File: src/rtl/mtr_arb.sv
// Motor-command arbiter: passes PID duties through, or runs a timed stop/reverse/pivot
// bump recovery. Optional output slew limiting is enabled by defining MTR_ARB_SLEW_EN.
module mtr_arb #(
  parameter int unsigned FAST_SIM    = 0,
  parameter int unsigned STOP_TICKS  = 4,
  parameter int unsigned BACK_TICKS  = 32,
  parameter int unsigned PIVOT_TICKS = 16,
  parameter int unsigned BACK_DUTY   = 512,
  parameter int unsigned PIVOT_DUTY  = 384,
  parameter int unsigned SLEW_STEP   = 16
) (
  input  logic               clk,
  input  logic               rst_n,
  input  logic               go,
  input  logic               BMP_n,
  input  logic signed [11:0] pid_lft,
  input  logic signed [11:0] pid_rght,
  output logic signed [11:0] lft_duty,
  output logic signed [11:0] rght_duty,
  output logic               recov_busy,
  output logic               buzz_req,
  output logic               pivot_dir
);

  typedef enum logic [1:0] {StPass, StStop, StBack, StPivot} state_e;

  localparam logic [15:0]        PRESC_TC   = (FAST_SIM != 0) ? 16'd15 : 16'hffff;
  localparam logic [7:0]         STOP_LAST  = 8'(STOP_TICKS - 1);
  localparam logic [7:0]         BACK_LAST  = 8'(BACK_TICKS - 1);
  localparam logic [7:0]         PIVOT_LAST = 8'(PIVOT_TICKS - 1);
  localparam logic signed [11:0] BACK_MAG   = 12'(BACK_DUTY);
  localparam logic signed [11:0] PIVOT_MAG  = 12'(PIVOT_DUTY);

  state_e             state_q, state_d;
  logic [15:0]        presc_q, presc_d;
  logic [7:0]         tick_cnt_q, tick_cnt_d;
  logic               pivot_dir_q, pivot_dir_d;
  logic signed [11:0] lft_q, lft_d, rght_q, rght_d;
  logic signed [11:0] tgt_l, tgt_r;
  logic               tick, expire;
  logic [7:0]         last_cnt;

  // State sequencing and tick timing
  always_comb begin
    state_d     = state_q;
    pivot_dir_d = pivot_dir_q;
    tick        = (presc_q == PRESC_TC);
    case (state_q)
      StStop:  last_cnt = STOP_LAST;
      StBack:  last_cnt = BACK_LAST;
      StPivot: last_cnt = PIVOT_LAST;
      default: last_cnt = 8'd0;
    endcase
    expire = tick && (tick_cnt_q == last_cnt);

    if (!go) begin
      state_d = StPass;
    end else begin
      case (state_q)
        StPass:  if (!BMP_n) state_d = StStop;
        StStop:  if (expire) state_d = StBack;
        StBack:  if (expire) state_d = StPivot;
        StPivot: begin
          // A fresh bump restarts recovery without consuming this pivot's direction
          if (!BMP_n) begin
            state_d = StStop;
          end else if (expire) begin
            state_d     = StPass;
            pivot_dir_d = ~pivot_dir_q;
          end
        end
        default: state_d = StPass;
      endcase
    end

    if ((state_d != state_q) || (state_q == StPass)) begin
      presc_d    = '0;
      tick_cnt_d = '0;
    end else begin
      presc_d    = tick ? 16'd0 : presc_q + 16'd1;
      tick_cnt_d = tick ? tick_cnt_q + 8'd1 : tick_cnt_q;
    end
  end

  always_comb begin
    tgt_l = '0;
    tgt_r = '0;
    if (go) begin
      case (state_q)
        StPass: begin
          tgt_l = pid_lft;
          tgt_r = pid_rght;
        end
        StBack: begin
          tgt_l = -BACK_MAG;
          tgt_r = -BACK_MAG;
        end
        StPivot: begin
          tgt_l = pivot_dir_q ? -PIVOT_MAG : PIVOT_MAG;
          tgt_r = pivot_dir_q ? PIVOT_MAG : -PIVOT_MAG;
        end
        default: begin
          tgt_l = '0;
          tgt_r = '0;
        end
      endcase
    end
  end

`ifdef MTR_ARB_SLEW_EN
  logic [7:0] slew_cnt_q;
  logic       strobe;

  function automatic logic signed [11:0] slew_to(input logic signed [11:0] cur,
                                                 input logic signed [11:0] tgt);
    logic signed [12:0] step, cur_x, diff, res;
    step  = 13'(SLEW_STEP);
    cur_x = {cur[11], cur};
    diff  = {tgt[11], tgt} - cur_x;
    if (diff > step) begin
      res = cur_x + step;
    end else if (diff < -step) begin
      res = cur_x - step;
    end else begin
      res = {tgt[11], tgt};
    end
    return res[11:0];
  endfunction

  always_comb begin
    strobe = (FAST_SIM != 0) || (slew_cnt_q == 8'hff);
    if (!go) begin
      lft_d  = '0;
      rght_d = '0;
    end else if (strobe) begin
      lft_d  = slew_to(lft_q, tgt_l);
      rght_d = slew_to(rght_q, tgt_r);
    end else begin
      lft_d  = lft_q;
      rght_d = rght_q;
    end
  end

  always_ff @(posedge clk or negedge rst_n) begin
    if (!rst_n) slew_cnt_q <= '0;
    else        slew_cnt_q <= slew_cnt_q + 8'd1;
  end
`else
  logic unused_slew;
  assign unused_slew = ^SLEW_STEP;

  always_comb begin
    lft_d  = tgt_l;
    rght_d = tgt_r;
  end
`endif

  always_ff @(posedge clk or negedge rst_n) begin
    if (!rst_n) begin
      state_q     <= StPass;
      presc_q     <= '0;
      tick_cnt_q  <= '0;
      pivot_dir_q <= 1'b0;
      lft_q       <= '0;
      rght_q      <= '0;
    end else begin
      state_q     <= state_d;
      presc_q     <= presc_d;
      tick_cnt_q  <= tick_cnt_d;
      pivot_dir_q <= pivot_dir_d;
      lft_q       <= lft_d;
      rght_q      <= rght_d;
    end
  end

  assign lft_duty   = lft_q;
  assign rght_duty  = rght_q;
  assign pivot_dir  = pivot_dir_q;
  assign recov_busy = (state_q != StPass);
  assign buzz_req   = (state_q == StStop) || (state_q == StBack);

endmodule

File: config.mk
export PLATFORM = sky130hd
export DESIGN_NAME = mtr_arb
export DESIGN_NICKNAME = d
export VERILOG_FILES = /design/src/rtl/mtr_arb.sv
export SDC_FILE = /design/constraint.sdc
export NUM_CORES = 1
export LEC_CHECK = 0
export CELL_PAD_IN_SITES_DETAIL_PLACEMENT = 1
export CELL_PAD_IN_SITES_GLOBAL_PLACEMENT = 2
export CORE_ASPECT_RATIO = 1.1
export CORE_UTILIZATION = 30
export CTS_BUF_LIST = sky130_fd_sc_hd__clkbuf_4
export DETAILED_ROUTE_END_ITERATION = 16
export GPL_ROUTABILITY_DRIVEN = 0
export PLACE_DENSITY = 0.88
export SKIP_CTS_REPAIR_TIMING = 1
export SLEW_MARGIN = 30
export SYNTH_ARGS = -nofsm -noshare
export SYNTH_HDL_FRONTEND = slang
export SYNTH_SLANG_ARGS = --single-unit
File: constraint.sdc
create_clock -name clk -period 4.2 [get_ports clk]
set_input_delay 0.84 -clock clk [delete_from_list [all_inputs] [get_ports clk]]
set_output_delay 0.84 -clock clk [all_outputs]
set_load 0.02 [all_outputs]
==> metrics, run 1 <==
die area 0.00865 mm²; first-pass GRT wire length 10100 µm; Worst Hold End presc_q[0]$_DFF_PN0_; CP max FO 11; vias per cell 4.85; hold path depth 1; critical path arrival 3.73 ns; EDFF count, synth 0; CTS tree built; GR met3 Demand/Resource 3.82%; routed wire length 5920 µm; Final setup viols 0; Hold Startpoint presc_q[0]$_DFF_PN0_; layout cell share with drive strength beyond 1 6.78%; clk buf depth 2; Seq/Total Area, Yosys 51.4%; Core ar. 0.00796 mm²; top post-synthesis cells by area dfrtp_1, xor2_1, and2_1; # fillers 895; CP Data Required Time 4.45 ns; Peak Freq 288 MHz; CTS Root Cell clkbuf_4; crit end category flip-flop; R2R Setup Slk 0.72 ns; DR WL/cell 14.7 µm; R2R Path Start state_q[0]$_DFF_PN0_; Multi-input gate area 0.00113 mm²; final hold slack 0.496 ns; peak supply drop 278 µV; vias post-DR 1956; Worst R2R End presc_q[11]$_DFF_PN0_; Top Ports 55; Slew @ Worst Pin 0.642 ns; largest net degree at the start of global routing 52; Die W 88.8 µm; cell accounting for the most synthesized area dfrtp_1; top post-synthesis cells by count dfrtp_1, nor2_1, nor3_1, and2_1, nand2_1; FF+latch count, synth 51; global route overflow 0; Final Cycle Share 82.8%; status finished clean; Netlist Area Pre-Place 0.00248 mm²; worst clock skew 0.0181 ns; worst reg-to-reg path cell count 8; initial core utilization 31.2%; placed insts 395; vias in the first global route 2044; DR iter-0 viols 93; sum of negative setup slack 0 ns; fin cells 403; Lkg Pwr 1.41 nW; Worst-Skew Late Latency 0.37 ns; crit-path cells inv_1 -> ha_1 -> xor2_1 -> or4_1 -> nor4b_4 -> mux2i_2 -> mux2i_4 -> nor2_1; Slew Limit Fails 0; post-DP HPWL 4450 µm; max incr delay on CP 0.63 ns; Rel. slew slack 57.2%; Row Count 34; yosys warns 0; FF+latch area 0.00128 mm²; count leader, synth dfrtp_1; top_reg_cell synth dfrtp_1; Syn Area/Cell 10.4 µm²; Area growth, synth to finish 29.2%; CTS Buf Count 5; GRT Max-Usage Layer met2; initial antenna violation count 0; Clk pin slew, worst setup/hold paths 0.17 ns; Die Ht 97.4 µm; final hold violation count 0; DRC 0; crit path time final 3.48 ns; grt met1 use 19.2%; H-tree Lvls 2; Syn Nets 274; PwrDens 530 mW/mm²; Total GRT Usage 15.0%; Critical Setup Path Class reg2reg; GR Util met2 25.1%; Worst setup SP type flip-flop; synth unique cells 43; Final nets 329; RSZ-0062 raised after global routing false; top cell type's share of synthesized area 51.4%; Port-buffer cells 54; asr flop ratio synth 100%; ANT nets after route 0; Antenna Cells 0; slowest library cell on the worst path dfrtp_1; Sink Count 51; Hold Path Class reg2reg; TritonRoute pass-1 iters 4; Mapped Cells 239; max cap viols 0
==> placed cells by master (no fill, tap or decap), types with 4 or more instances in the layout <==
master	Yosys	routed
clkbuf_4	0	5
dfrtp_1	51	51
xor2_1	15	15
ha_1	7	7
nor3_1	18	18
nor2_1	26	26
buf_4	1	4
nand2_1	16	16
nand4_1	8	8
inv_1	9	9
xnor2_1	8	8
a21oi_1	4	4
and2_1	16	16
a21o_1	4	4
nand3_1	11	11
clkdlybuf4s50_1	0	53
==> stage by stage <==
| step | setup WS [ns] | power [W] | area [µm²] | util [%] |
|---|---|---|---|---|
| 4_1_cts | 0.706 | 0.00173 | 3210 | 40.3 |
| 2_1_floorplan | 1.09 | 0.00116 | 2480 | - |
| 6_report | 0.723 | 0.00170 | 3210 | 40.3 |
| 5_1_grt | 0.495 | 0.00181 | 3210 | 40.3 |
| 3_5_place_dp | 0.750 | 0.00147 | 3140 | 39.5 |
| 3_3_place_gp | 0.883 | 0.00146 | 3140 | 39.5 |
==> area by class of cell <==
type | instances | area share (%)
Sequential cell | 51 | 39.8
Tap cell | 108 | 4.21
Timing Repair Buffer | 58 | 17.6
Clock buffer | 5 | 1.17
Multi-Input combinational cell | 169 | 35.3
Clock inverter | 3 | 0.858
Inverter | 9 | 1.05
==> worst max-delay path by stage <==
stage / from / end / slack, ns / cells after the start
6_report: state_q[0]$_DFF_PN0_ / presc_q[11]$_DFF_PN0_ / 0.72 / 8
2_1_floorplan: state_q[0]$_DFF_PN0_ / presc_q[11]$_DFF_PN0_ / 1.09 / 9
3_5_place_dp: state_q[0]$_DFF_PN0_ / presc_q[11]$_DFF_PN0_ / 0.75 / 8
3_3_place_gp: state_q[0]$_DFF_PN0_ / presc_q[13]$_DFF_PN0_ / 0.88 / 8
5_1_grt: state_q[0]$_DFF_PN0_ / presc_q[13]$_DFF_PN0_ / 0.49 / 8
4_1_cts: state_q[0]$_DFF_PN0_ / presc_q[11]$_DFF_PN0_ / 0.71 / 8
==> where the power goes <==
part | switching (W) | internal (W) | total (W)
Sequential | 0.0000467 | 0.000568 | 0.000615
Combinational | 0.000494 | 0.000345 | 0.000839
Clock | 0.000175 | 0.0000719 | 0.000247
Total | 0.000715 | 0.000985 | 0.00170
==> flip-flops by register name, indices dropped and copies added, names as in the netlist <==
| register | count |
|---|---|
| state_q | 2 |
| lft_duty | 12 |
| tick_cnt_q | 8 |
| presc_q | 16 |
| rght_duty | 12 |
| pivot_dir | 1 |
==> worst max-delay path, delay by kind of cell (launching register included) <==
family	cells	cell delay, ns
xor+xnor	1	0.20
fa+ha+maj	1	0.39
buf+inv	1	0.21
flops	1	0.63
mux	2	0.95
simple gates	3	0.97
==> cells by family (layout without fill, tap and decap cells) <==
kind of cell             after synthesis  count (layout)  synth area share (%)
AO/OA/AOI/OAI                         23              23                  6.50
XOR/XNOR                              24              24                  9.22
adder cells (fa/ha/maj)                7               7                  3.53
buffers and inverters                 19              75                  3.02
flip-flops                            51              51                  51.4
multiplexers                           4               4                  2.27
AND/OR/NAND/NOR                      111             111                  24.1
==> metal layers <==
metal / routed length (µm) / share of wire [%]
met5: 0 / 0
met4: 31 / 0.52
met3: 275 / 4.6
met2: 3040 / 51
met1: 2580 / 44
Note: power is estimated with default switching activity, not from simulation.
==> run 2: changes to the inputs <==
- clock period: 4.2 -> 3.49 ns (I/O delays scaled with it)
==> run 2 against run 1 <==
  * Global-route usage rose by 1.2 points
  * Sequential share of layout area decreased by 0.28 points
  * Clock-buffer cell count did not move
  * First-iteration DRC count grew 23%
  * Critical path type unchanged
  * Largest cell class unchanged
  * Flip-flop and latch count did not move
  * Highest routed layer unchanged
  * Hold slack lost 0.25 ns
  * Sequential power up 18%
==> metrics, run 2 (synthesis gave the netlist of run 1 again) <==
status finished clean; global route overflow 0 (unchanged); peak supply drop 317 µV (+14%); CTS Root Cell clkbuf_4; Peak Freq 314 MHz (+9.1%); Largest delay share family, worst path simple AND/OR/NAND/NOR gates; total power 0.00206 W (+21%); CP max FO 15 (+4); # fillers 905 (+1.1%); CTS tree built; Final Cycle Share 91.4% (+8.6 points); Critical Setup Path Class reg2reg; DR iter-0 viols 114 (+23%); H-tree Lvls 2 (unchanged); Slew Limit Fails 0 (unchanged); Area growth, synth to finish 30.1%; PwrDens 638 mW/mm² (+20%); sum of negative setup slack 0 ns (unchanged); ANT nets after route 0 (unchanged); fin cells 405 (+0.50%); Core ar. 0.00796 mm² (unchanged); Hold Path Class in2async; Seq pwr share 35.1% (-1.1 points); Rel. slew slack 57.6% (+0.43 points); Sink Count 51 (unchanged); max incr delay on CP 0.48 ns (-0.15 ns); Worst-Skew Late Latency 0.39 ns (+0.02 ns); crit path time final 3.19 ns (-0.289 ns); vias in the first global route 2098 (+2.6%); most frequent cells in the layout clkdlybuf4s50_1, dfrtp_1, nor2_1, nor3_1; TritonRoute pass-1 iters 4 (unchanged); layout cell share with drive strength beyond 1 7.09% (+0.31 points); combinational fraction of design power 50.5% (+1.2 points); Slew @ Worst Pin 0.633 ns (-0.00872 ns); Final nets 330 (+0.30%); vias post-DR 1953 (-0.15%); DR WL/cell 15.1 µm (+2.8%); Top Ports 55 (unchanged); Clk pin slew, worst setup/hold paths 0.17 ns (about the same); critical path arrival 3.47 ns (-0.26 ns); Net Sw Power 0.000867 W (+21%); Final setup viols 0 (unchanged); Biggest register presc_q; largest net degree at the start of global routing 39 (-25%); Port-buffer cells 54 (unchanged); Die Ht 97.4 µm (unchanged); clk buf depth 2 (unchanged); CTS Buf Count 5 (unchanged); routed wire length 6120 µm (+3.3%); Cell Int Power 0.00119 W (+21%); initial antenna violation count 0 (unchanged); max cap viols 0 (unchanged); Buf/Inv on CP 1 (unchanged); placed insts 396 (+0.25%); Lkg Pwr 1.42 nW (+0.71%); commonest non-fill, non-tap cell in the layout clkdlybuf4s50_1; CP Data Required Time 3.77 ns (-0.68 ns); Sw Ratio 42.1% (about the same); number of flip-flops in the largest register 16 (unchanged); post-DP HPWL 4650 µm (+4.5%); die area 0.00865 mm² (unchanged); initial core utilization 31.2% (unchanged); Clk pwr share 14.4% (about the same); final hold violation count 0 (unchanged); vias per cell 4.82 (-0.65%); Die W 88.8 µm (unchanged); first-pass GRT wire length 10700 µm (+6.5%); slowest library cell on the worst path or4_1; RSZ-0062 raised after global routing false; crit end category flip-flop; worst clock skew 0.0213 ns (+0.00320 ns); crit-path cells inv_1 -> ha_1 -> xor2_1 -> or4_1 -> nor4b_4 -> mux2i_4 -> xnor2_4 -> nor4_1; Total GRT Usage 16.2% (+1.2 points); Row Count 34 (unchanged); DRC 0 (unchanged); Worst setup SP type flip-flop
-- run 2: changes by cell type in the layout (fill, tap and decap cells not counted) --
cell / previous run / this run
buf_4: 4 / 6
clkinv_4: 0 / 2
buf_2: 1 / 0
clkinvlp_4: 1 / 0
diode_2: 0 / 1
inv_6: 1 / 0
mux2i_2: 1 / 0
mux2i_4: 1 / 2
-- run 2: per-stage QoR --
stage	util (%)	hold WS, ns	area [µm²]	setup WS [ns]
6_report	40.6	0.247	3230	0.301
5_1_grt	40.6	0.250	3230	0.0689
4_1_cts	40.4	0.427	3220	0.183
3_5_place_dp	39.6	0.476	3150	0.233
3_3_place_gp	39.6	0.470	3150	0.467
2_1_floorplan	-	0.402	2480	0.377
-- run 2: path summary, 6_finish.rpt --
check,startpoint,to,slack [ns],cells past startpoint
setup / recovery,state_q[0]$_DFF_PN0_,tick_cnt_q[2]$_DFFE_PN0P_,0.30,8
hold / removal,rst_n,rght_duty[10]$_DFF_PN0_,0.25,1
setup reg to reg,state_q[0]$_DFF_PN0_,tick_cnt_q[2]$_DFFE_PN0P_,0.30,8
hold reg to reg,presc_q[0]$_DFF_PN0_,presc_q[0]$_DFF_PN0_,0.49,1
max in group asynchronous,rst_n,presc_q[0]$_DFF_PN0_,2.64,2
min in group clk,presc_q[0]$_DFF_PN0_,presc_q[0]$_DFF_PN0_,0.49,1
-- run 2: layout make-up --
type / instances / area, µm² / share of cell area (%)
inverter: 9 / 33.8 / 1.05
tap: 108 / 135 / 4.18
clock inverter: 3 / 28.8 / 0.891
clock buffer: 5 / 37.5 / 1.16
multi-input combinational: 169 / 1140 / 35.3
antenna: 1 / 2.50 / 0.0775
sequential: 51 / 1280 / 39.5
timing repair buffer: 59 / 576 / 17.8
-- run 2: worst reg2reg max path: cells and delay by family (launching register included) --
kind                     cells  cell delay (ns)
AND/OR/NAND/NOR              3             1.29
buffers and inverters        1             0.19
adder cells (fa/ha/maj)      1             0.45
XOR/XNOR                     2             0.32
flip-flops                   1             0.41
multiplexers                 1             0.44
-- run 2: metal layers --
metal | part of all wire (%) | global-route usage, % | vias up | routed length, µm
met1 | 41 | 20.7 | 976 | 2540
li1 | - | - | 925 | -
met5 | 0 | 0 | - | 0
met3 | 4.9 | 4.59 | 7 | 301
met4 | 1.7 | 4.34 | 0 | 101
met2 | 52 | 26.5 | 45 | 3180
-- run 2: power by group through the flow --
stage | Sequential [W] | Combinational, W | Clock (W)
2_1_floorplan | 0.000837 | 0.000557 | 0
3_3_place_gp | 0.000734 | 0.00102 | 0
3_5_place_dp | 0.000739 | 0.00104 | 0
4_1_cts | 0.000726 | 0.00105 | 0.000311
5_1_grt | 0.000738 | 0.00115 | 0.000335
6_report | 0.000724 | 0.00104 | 0.000297
